**src/rtl/bram_port_ctrl.sv**
```systemverilog
`default_nettype none
// +----------------------------------------------------------------------------+
// | Module      : bram_port_ctrl                                               |
// | Description : Burst controller for a single-port registered BRAM.          |
// |               Accepts read/write burst commands, streams write data into   |
// |               the BRAM and streams read data out through a 4-entry FIFO    |
// |               guarded by a credit rule (fifo_count + inflight < 4).        |
// | Revision    : 1.0 - initial release                                        |
// +----------------------------------------------------------------------------+
// | Ports                                                                      |
// |   clk, rst_n                     clock, asynchronous active-low reset      |
// |   cmd_valid/ready/wr/addr/len    burst command (len = beats - 1)           |
// |   wr_data/valid/ready            write data stream                         |
// |   rd_data/valid/ready            read data stream                          |
// |   busy                           controller not idle                       |
// |   mem_addr/din/we, mem_dout      BRAM port (read data one cycle later)     |
// +----------------------------------------------------------------------------+
// | Configuration                                                              |
// |   BRAM_PORT_CTRL_ADDR_HOLD_EN : when defined, mem_addr/mem_din hold their  |
// |   last values on cycles with no access; otherwise they return to 0.        |
// +----------------------------------------------------------------------------+
module bram_port_ctrl #(
  parameter int DW = 16,
  parameter int AW = 10
) (
  input  logic          clk,
  input  logic          rst_n,
  input  logic          cmd_valid,
  output logic          cmd_ready,
  input  logic          cmd_wr,
  input  logic [AW-1:0] cmd_addr,
  input  logic [AW-1:0] cmd_len,
  input  logic [DW-1:0] wr_data,
  input  logic          wr_valid,
  output logic          wr_ready,
  output logic [DW-1:0] rd_data,
  output logic          rd_valid,
  input  logic          rd_ready,
  output logic          busy,
  output logic [AW-1:0] mem_addr,
  output logic [DW-1:0] mem_din,
  output logic          mem_we,
  input  logic [DW-1:0] mem_dout
);

  localparam logic [1:0]  c_IDLE  = 2'd0;
  localparam logic [1:0]  c_WRITE = 2'd1;
  localparam logic [1:0]  c_READ  = 2'd2;
  localparam logic [1:0]  c_DRAIN = 2'd3;
  localparam logic [AW:0] c_ONE   = {{AW{1'b0}}, 1'b1};

  logic [1:0]    r_state;
  logic [1:0]    w_next_state;
  logic [AW-1:0] r_addr;
  // Beats still to write (WRITE) or addresses still to issue (READ).
  // One bit wider than AW so a full-memory burst of 2^AW beats fits.
  logic [AW:0]   r_remain;
  logic          r_ready_en;
  // Read pipeline: pend1 = address on the BRAM port this cycle,
  // pend2 = BRAM output holds the data this cycle (pushed at the next edge).
  logic          r_pend1;
  logic          r_pend2;
  logic [DW-1:0] r_fifo [0:3];
  logic [1:0]    r_wr_ptr;
  logic [1:0]    r_rd_ptr;
  logic [2:0]    r_fifo_cnt;

  logic          w_accept;
  logic          w_wr_beat;
  logic          w_rd_issue;
  logic          w_credit;
  logic          w_push;
  logic          w_pop;
  logic [2:0]    w_inflight;
  logic [AW-1:0] w_issue_addr;

  assign w_inflight = {2'b00, r_pend1} + {2'b00, r_pend2};
  // Counting in-flight reads against the FIFO space guarantees no push
  // ever meets a full FIFO.
  assign w_credit   = (r_fifo_cnt + w_inflight) < 3'd4;
  assign w_accept   = cmd_valid & cmd_ready;
  assign w_wr_beat  = wr_valid & wr_ready;
  assign w_push     = r_pend2;
  assign w_pop      = rd_valid & rd_ready;
  assign rd_valid   = (r_fifo_cnt != 3'd0);
  assign rd_data    = r_fifo[r_rd_ptr];
  assign busy       = (r_state != c_IDLE);
  // The first read address goes out on the accepting edge so that data
  // reaches rd_valid three cycles after the command.
  assign w_issue_addr = (r_state == c_IDLE) ? cmd_addr : r_addr;

  // ---------------------------------------------------------------- state reg
  always_ff @(posedge clk or negedge rst_n) begin
    if (!rst_n) begin
      r_state <= c_IDLE;
    end else begin
      r_state <= w_next_state;
    end
  end

  // --------------------------------------------------------------- next state
  always_comb begin
    w_next_state = r_state;
    case (r_state)
      c_IDLE: begin
        if (w_accept) begin
          if (cmd_wr) begin
            w_next_state = c_WRITE;
          end else if (w_rd_issue && (cmd_len == '0)) begin
            w_next_state = c_DRAIN;
          end else begin
            w_next_state = c_READ;
          end
        end
      end
      c_WRITE: begin
        if (w_wr_beat && (r_remain == c_ONE)) begin
          w_next_state = c_IDLE;
        end
      end
      c_READ: begin
        if (w_rd_issue && (r_remain == c_ONE)) begin
          w_next_state = c_DRAIN;
        end
      end
      default: begin
        if (w_inflight == 3'd0) begin
          w_next_state = c_IDLE;
        end
      end
    endcase
  end

  // ------------------------------------------------------------------ outputs
  always_comb begin
    cmd_ready  = 1'b0;
    wr_ready   = 1'b0;
    w_rd_issue = 1'b0;
    case (r_state)
      c_IDLE: begin
        // r_ready_en keeps cmd_ready low until the first edge after reset.
        cmd_ready  = r_ready_en;
        w_rd_issue = cmd_valid & r_ready_en & ~cmd_wr & w_credit;
      end
      c_WRITE: wr_ready   = 1'b1;
      c_READ:  w_rd_issue = w_credit;
      default: ;
    endcase
  end

  // ----------------------------------------------------------------- datapath
  always_ff @(posedge clk or negedge rst_n) begin
    if (!rst_n) begin
      r_ready_en <= 1'b0;
      r_addr     <= '0;
      r_remain   <= '0;
      r_pend1    <= 1'b0;
      r_pend2    <= 1'b0;
    end else begin
      r_ready_en <= 1'b1;
      r_pend1    <= w_rd_issue;
      r_pend2    <= r_pend1;
      if (w_accept) begin
        r_addr   <= cmd_addr + {{(AW-1){1'b0}}, w_rd_issue};
        r_remain <= {1'b0, cmd_len} + c_ONE - {{AW{1'b0}}, w_rd_issue};
      end else if (w_wr_beat || w_rd_issue) begin
        r_addr   <= r_addr + {{(AW-1){1'b0}}, 1'b1};
        r_remain <= r_remain - c_ONE;
      end
    end
  end

  // --------------------------------------------------------------- BRAM port
  always_ff @(posedge clk or negedge rst_n) begin
    if (!rst_n) begin
      mem_we   <= 1'b0;
      mem_addr <= '0;
      mem_din  <= '0;
    end else begin
      mem_we <= w_wr_beat;
      if (w_wr_beat) begin
        mem_addr <= r_addr;
        mem_din  <= wr_data;
      end else if (w_rd_issue) begin
        mem_addr <= w_issue_addr;
`ifdef BRAM_PORT_CTRL_ADDR_HOLD_EN
        mem_din  <= mem_din;
`else
        mem_din  <= '0;
`endif
      end else begin
`ifdef BRAM_PORT_CTRL_ADDR_HOLD_EN
        mem_addr <= mem_addr;
        mem_din  <= mem_din;
`else
        mem_addr <= '0;
        mem_din  <= '0;
`endif
      end
    end
  end

  // --------------------------------------------------------------- read FIFO
  always_ff @(posedge clk or negedge rst_n) begin
    if (!rst_n) begin
      r_wr_ptr   <= 2'd0;
      r_rd_ptr   <= 2'd0;
      r_fifo_cnt <= 3'd0;
    end else begin
      if (w_push) begin
        r_wr_ptr <= r_wr_ptr + 2'd1;
      end
      if (w_pop) begin
        r_rd_ptr <= r_rd_ptr + 2'd1;
      end
      case ({w_push, w_pop})
        2'b10:   r_fifo_cnt <= r_fifo_cnt + 3'd1;
        2'b01:   r_fifo_cnt <= r_fifo_cnt - 3'd1;
        default: r_fifo_cnt <= r_fifo_cnt;
      endcase
    end
  end

  // Storage needs no reset: entries are only visible while counted valid.
  always_ff @(posedge clk) begin
    if (w_push) begin
      r_fifo[r_wr_ptr] <= mem_dout;
    end
  end

endmodule
`default_nettype wire

```
**config.mk**
```make
export PLATFORM = sky130hd
export DESIGN_NAME = bram_port_ctrl
export DESIGN_NICKNAME = d
export VERILOG_FILES = /design/src/rtl/bram_port_ctrl.sv
export SDC_FILE = /design/constraint.sdc
export NUM_CORES = 1
export LEC_CHECK = 0
export CORE_MARGIN = 2
export CORE_UTILIZATION = 35
export DETAILED_ROUTE_END_ITERATION = 6
export HOLD_SLACK_MARGIN = 0.08
export PLACE_DENSITY = 0.62
export SLEW_MARGIN = 20
export SYNTH_ARGS = -nofsm -noshare
export SYNTH_HDL_FRONTEND = slang
export SYNTH_SLANG_ARGS = --single-unit
```
**constraint.sdc**
```tcl
create_clock -name clk -period 3.9 [get_ports clk]
set_input_delay 0.78 -clock clk [delete_from_list [all_inputs] [get_ports clk]]
set_output_delay 0.78 -clock clk [all_outputs]
set_load 0.02 [all_outputs]
```
* After elaboration in Yosys (flattened, before gate mapping)
Memory sizes are Yosys's and may differ from the RTL's.
Index checks and enable logic that the tools add are counted.
** Storage, ports and cells
- Register bits after elaboration :: 60
- Memory bits (writable) :: 64
- Input port bits :: 58
- Output and inout bits :: 47
- Memories :: 1
** Memory list
- r_fifo :: words 4, bits a word 16, rd ports 1, clocked after Yosys merged registers in 0, wr ports 1, RTL line 63 : logic [DW-1:0] r_fifo [0:3];
** Operators by class
- Add/sub/neg operators :: 11
- $lt $le $gt $ge :: 1
- Eq/ne operators :: 8
- Mux-type cells :: 21
- Bitwise gates (word level) :: 7
- Reductions and logical operators :: 13
** Operators by type and width (number)
- $mux W10 :: 5
- $mux W11 :: 2
- $mux W16 :: 1
- $add A10 B1 Y11 const B :: 1
- $eq A11 B1 Y1 const B :: 1
- $sub A11 B1 Y11 :: 1
- $sub A11 B1 Y11 const B :: 1
- $add A10 B1 Y10 :: 1
- $add A10 B1 Y10 const B :: 1
- $logic_not A10 Y1 :: 1
- $mux W2 :: 5
- $and A1 B1 Y1 :: 6
- $ne A2 B2 Y1 const B :: 3
- $pmux W2 S3 :: 1
- $pmux W3 S2 :: 1
- $reduce_bool A2 Y1 :: 3
- $mux W1 :: 5
- $add A2 B1 Y2 const B :: 2
- $eq A2 B1 Y1 const B :: 2
- $eq A2 B2 Y1 const B :: 2
- $reduce_and A4 Y1 :: 1
- $reduce_bool A4 Y1 :: 1
- $add A3 B1 Y3 const B :: 1
- $add A3 B2 Y3 :: 1
- other kinds (10) :: 12

* Longest topological paths before layout
- Depth in word-level cells :: 10
- Depth in mapped cells :: 15

* Worst setup path after synthesis
OpenSTA, ideal clock, no wires.
- Path type :: reg-to-reg
- From :: register r_pend2
- To :: register r_remain[10]
- Library setup time :: 142 ps
- Data arrival time :: 2865 ps
- Required time :: 3758 ps
- Setup slack :: 893 ps
- Cell stages (with the launch flop) :: 14
- Path buffers :: 0
- Period minus slack after synthesis :: 3007 ps
- Cells stage by stage :: dfrtp_1 -> ha_1 -> ha_1 -> a311oi_2 -> o31a_4 -> nand2_1 -> ha_1 -> ha_1 -> a211o_1 -> nand2_1 -> a211oi_1 -> a311oi_1 -> xnor2_1 -> mux2i_1
** On the way
- Cells in the longest elaborated chain, start to end :: 7
- Elaborated cells between the ends (all ways) :: 9
** RTL lines
- start, declared :: RTL line 62 : logic r_pend2;
- start signal, assigned :: RTL line 162 : r_pend2 <= r_pend1;
- $add A1 B1 Y2 (*) :: RTL line 77 : assign w_inflight = {2'b00, r_pend1} + {2'b00, r_pend2};
- $add A3 B2 Y3 (*) :: RTL line 80 : assign w_credit = (r_fifo_cnt + w_inflight) < 3'd4;
- $lt A3 B3 Y1 (*) :: RTL line 80
- $and A1 B1 Y1 :: RTL line 143 : w_rd_issue = cmd_valid & r_ready_en & ~cmd_wr & w_credit;
- $pmux W1 S2 (*) :: RTL line 139 : case (r_state)
- $sub A11 B1 Y11 / $logic_or A1 B1 Y1 (equally long branches) :: RTL line 165, 166
- $mux W11 / $reduce_bool A2 Y1 (equally long branches)
- end signal, assigned :: RTL line 165 : r_remain <= {1'b0, cmd_len} + c_ONE - {{AW{1'b0}}, w_rd_issue};
- end signal, assigned :: RTL line 168 : r_remain <= r_remain - c_ONE;
- end, declared :: RTL line 57 : logic [AW:0] r_remain;
Mark *: on every way between the ends. The rest lies on a longest branch, timed or not.
A chain may end at the register's enable or synchronous reset.

* Final worst setup path
Ends and elaborated chain as after synthesis.

==> flow_summary.ini <==
[logic_synthesis]
ys_ff_latch = 124
synth_xor_area_share_pct = 5.809
synthSimpleGateAreaFrac_pct = 12.04
synth_top_flop_cell = edfxtp_1
synth_area_sq_um = 5881
synth_edf_count = 64
ys_seq_area_share_pct = 58.21
synth_cells = 445
async_flop_share_pct = 48.39
synth_cell_types = 57
synth_top_family_by_area = simple AND/OR/NAND/NOR gates
synth-compound-area-share_pct = 7.149
yosys.area_share.adder_pct = 6.511
syn-num-nets = 533
avgSynthCellArea_sq_um = 13.21
yosys_warnings = 0
muxShareOfSynthArea_pct = 7.319

[worst_setup_path]
ff2ff_setup_slack_ns = 0.61
worstPathCellList = ha_1 -> ha_1 -> a311oi_2 -> o31a_4 -> nand2_1 -> ha_1 -> ha_1 -> a211o_1 -> nand2_1 -> a211oi_1 -> a311oi_1 -> xnor2_1 -> mux2i_1
r2r_end = r_remain[10]
arrival_ns = 3.55
end_kind = flip-flop
crit_family = compound AO/OA/AOI/OAI gates
critPathRequiredTime_ns = 4.16
cp.buffers_inverters = 0
crit_path_frequent_cell = ha_1
critPathKind = flip-flop to flip-flop
cpMaxStageDelayCell = dfrtp_1
crit_fanout = 9
cpPeakStageDelay_ns = 0.45
start_kind = flip-flop
worst_r2r_path_depth = 13
reg2reg_from = r_pend2

[global_routing]
grt_start_max_net_pins = 40
met3_usage_pct = 4.224
grt_use_total_pct = 14.52
grtUsageMet1_pct = 17.44
grt-busiest-layer = met2
grt_pass1_wl_mm = 19.91
use_met2_pct = 24.68
antenna_found_initial = 0
grt.overflow.total = 0
grt_pass1_vias = 4088

[clock_tree]
clk_pin_slew_ns = 0.05
post_cts_buffers = 0
cts_buffers = 17
clock-root-buffer = clkbuf_16
ctsResizeCount = 0
ctsHoldBuffers = 0
tritoncts = yes
cts.htree.levels = 4
clock-sinks = 124
clock_path_buffers = 2
worst_skew_pair.late_latency_ns = 0.41

[die]
num_rows = 47
die_area_sq_um = 17850
die_w_microns = 133.6
start_util_pct = 35.59
core_area_sq_um = 16520
ios = 105
fp.dieH_microns = 133.6

[power]
power.leakage_nw = 3.007
p_per_area_nw_per_um2 = 707.8
ir_worst_vdd_v = 0.0004079

[timing]
setup_viol = 0
holdWs_ns = 0.4230
finalMaxSlewViolations = 0
max_freq_mhz = 304.1
post-route-min-period_ns = 3.288
post-route-period-util_pct = 84.31
fin_skew_ns = 0.005836
finalHoldViolCount = 0
rsz0062_at_grt = false
slew_headroom_pct = 38.51
tns_ns = 0
worst_pin_slew_ns = 0.9224

[routing]
drt_iter0_drc = 136
drc_errors = 0
antenna_left = 0
post_drt_wl_per_cell_microns = 15.49
vias = 3803
drt-total-wl_mm = 12.22
via_per_inst = 4.820
drt-pass1-iter-count = 4

[placed_design]
place_congestion = 0.8172
dp_hpwl_mm = 8.550
io_buffer_count = 104

[hold_path]
hold_depth = 0
hold_class = flip-flop to flip-flop
hold_path_end = r_pend2
min_from = r_pend1

[final_layout]
layout-drive-gt1-share_pct = 12.13
nNetsFinal = 644
antenna_cells = 0
area_growth_pct = 32.11

[outcome]
status = complete, no violations

[flow_run]
maxCapViolations = 0
worst max path at each step:
stage	startpoint	to	slack (ns)	cells after the start
finish	r_pend2	r_remain[10]	0.61	13
global route	r_pend2	r_remain[10]	0.41	13
CTS	r_pend2	r_remain[10]	0.59	13
detailed placement	cmd_valid	r_remain[10]	0.35	12
global placement	cmd_valid	r_remain[10]	0.39	12
floorplan	r_pend2	r_remain[10]	0.89	13
registers in the layout, summed over array words and instances, names as in the netlist, 2 cells and up:
register / cells
r_wr_ptr: 2
r_fifo_cnt: 3
r_addr: 10
r_remain: 11
r_state: 2
r_rd_ptr: 2
r_fifo: 64
mem_din: 16
mem_addr: 10
per-stage QoR:
| step | area (sq um) | power (mW) | util [%] | instances | setup slack [ns] |
|---|---|---|---|---|---|
| after floorplan | 5881 | 3.177 | - | 445 | 0.8930 |
| after global placement | 7146 | 3.854 | 43.24 | 757 | 0.3928 |
| after detailed placement | 7146 | 3.895 | 43.24 | 757 | 0.3538 |
| after CTS | 7769 | 5.570 | 47.01 | 789 | 0.5931 |
| after global routing | 7769 | 5.810 | 47.01 | 789 | 0.4094 |
| final | 7769 | 5.499 | 47.01 | 789 | 0.6119 |
report_power, final:
part	total, mW	internal [mW]	leakage [nW]	switching [mW]
Clock	1.65	1.07	0.290	0.576
Combinational	1.86	0.924	1.39	0.934
Sequential	1.99	1.67	1.33	0.318
synth_stat cells, drive strengths merged (3+ instances only):
cell type / instances / area (sq um)
mux2i: 7 / 70.07
nand2: 28 / 105.1
xnor2: 21 / 183.9
edfxtp: 64 / 1922
nor2: 27 / 103.9
inv: 25 / 93.84
and3: 4 / 25.02
nor3: 10 / 55.05
a22oi: 3 / 22.52
nand3: 11 / 55.05
nand2b: 3 / 21.27
buf: 8 / 46.29
mux4: 16 / 360.4
and2: 24 / 150.1
o21ai: 13 / 65.06
a221oi: 7 / 61.31
a21oi: 24 / 131.4
xor2: 18 / 157.7
dfrtp: 60 / 1501
nor4b: 3 / 62.56
clkbuf: 8 / 30.03
or2: 3 / 18.77
ha: 29 / 362.9
cell usage in the layout (no fill, tap or decap), types with 21 or more instances in the layout:
cell type,n
a21oi_1,23
dfrtp_1,60
clkdlybuf4s50_1,103
edfxtp_1,64
nand2_1,28
and2_1,24
inv_1,24
xnor2_1,21
nor2_1,26
ha_1,29
cells by family after synthesis:
group,Yosys count
and+or+nand+nor,125
xor gates and xnor gates,39
DFF,124
other,1
AOI/OAI and AO/OA,62
buffers and inverters,41
muxes,23
adders and majority gates,30
final cells by class:
type                       instances  area [sq um]
multi-input combinational        280          2287
tap                              220         275.3
clock buffer                      19         432.9
clock inverter                    13         190.2
fill                            1462          8756
timing repair buffer             108          1066
sequential                       124          3423
inverter                          25         93.84
layer usage:
layer	wire, microns	vias to the layer above	share of wire [%]
met5	0	-	0
met4	218	0	1.8
met3	583	17	4.8
met2	6132	94	50
met1	5289	1861	43
li1	-	1831	-
Power figures use the tool's default switching activity.
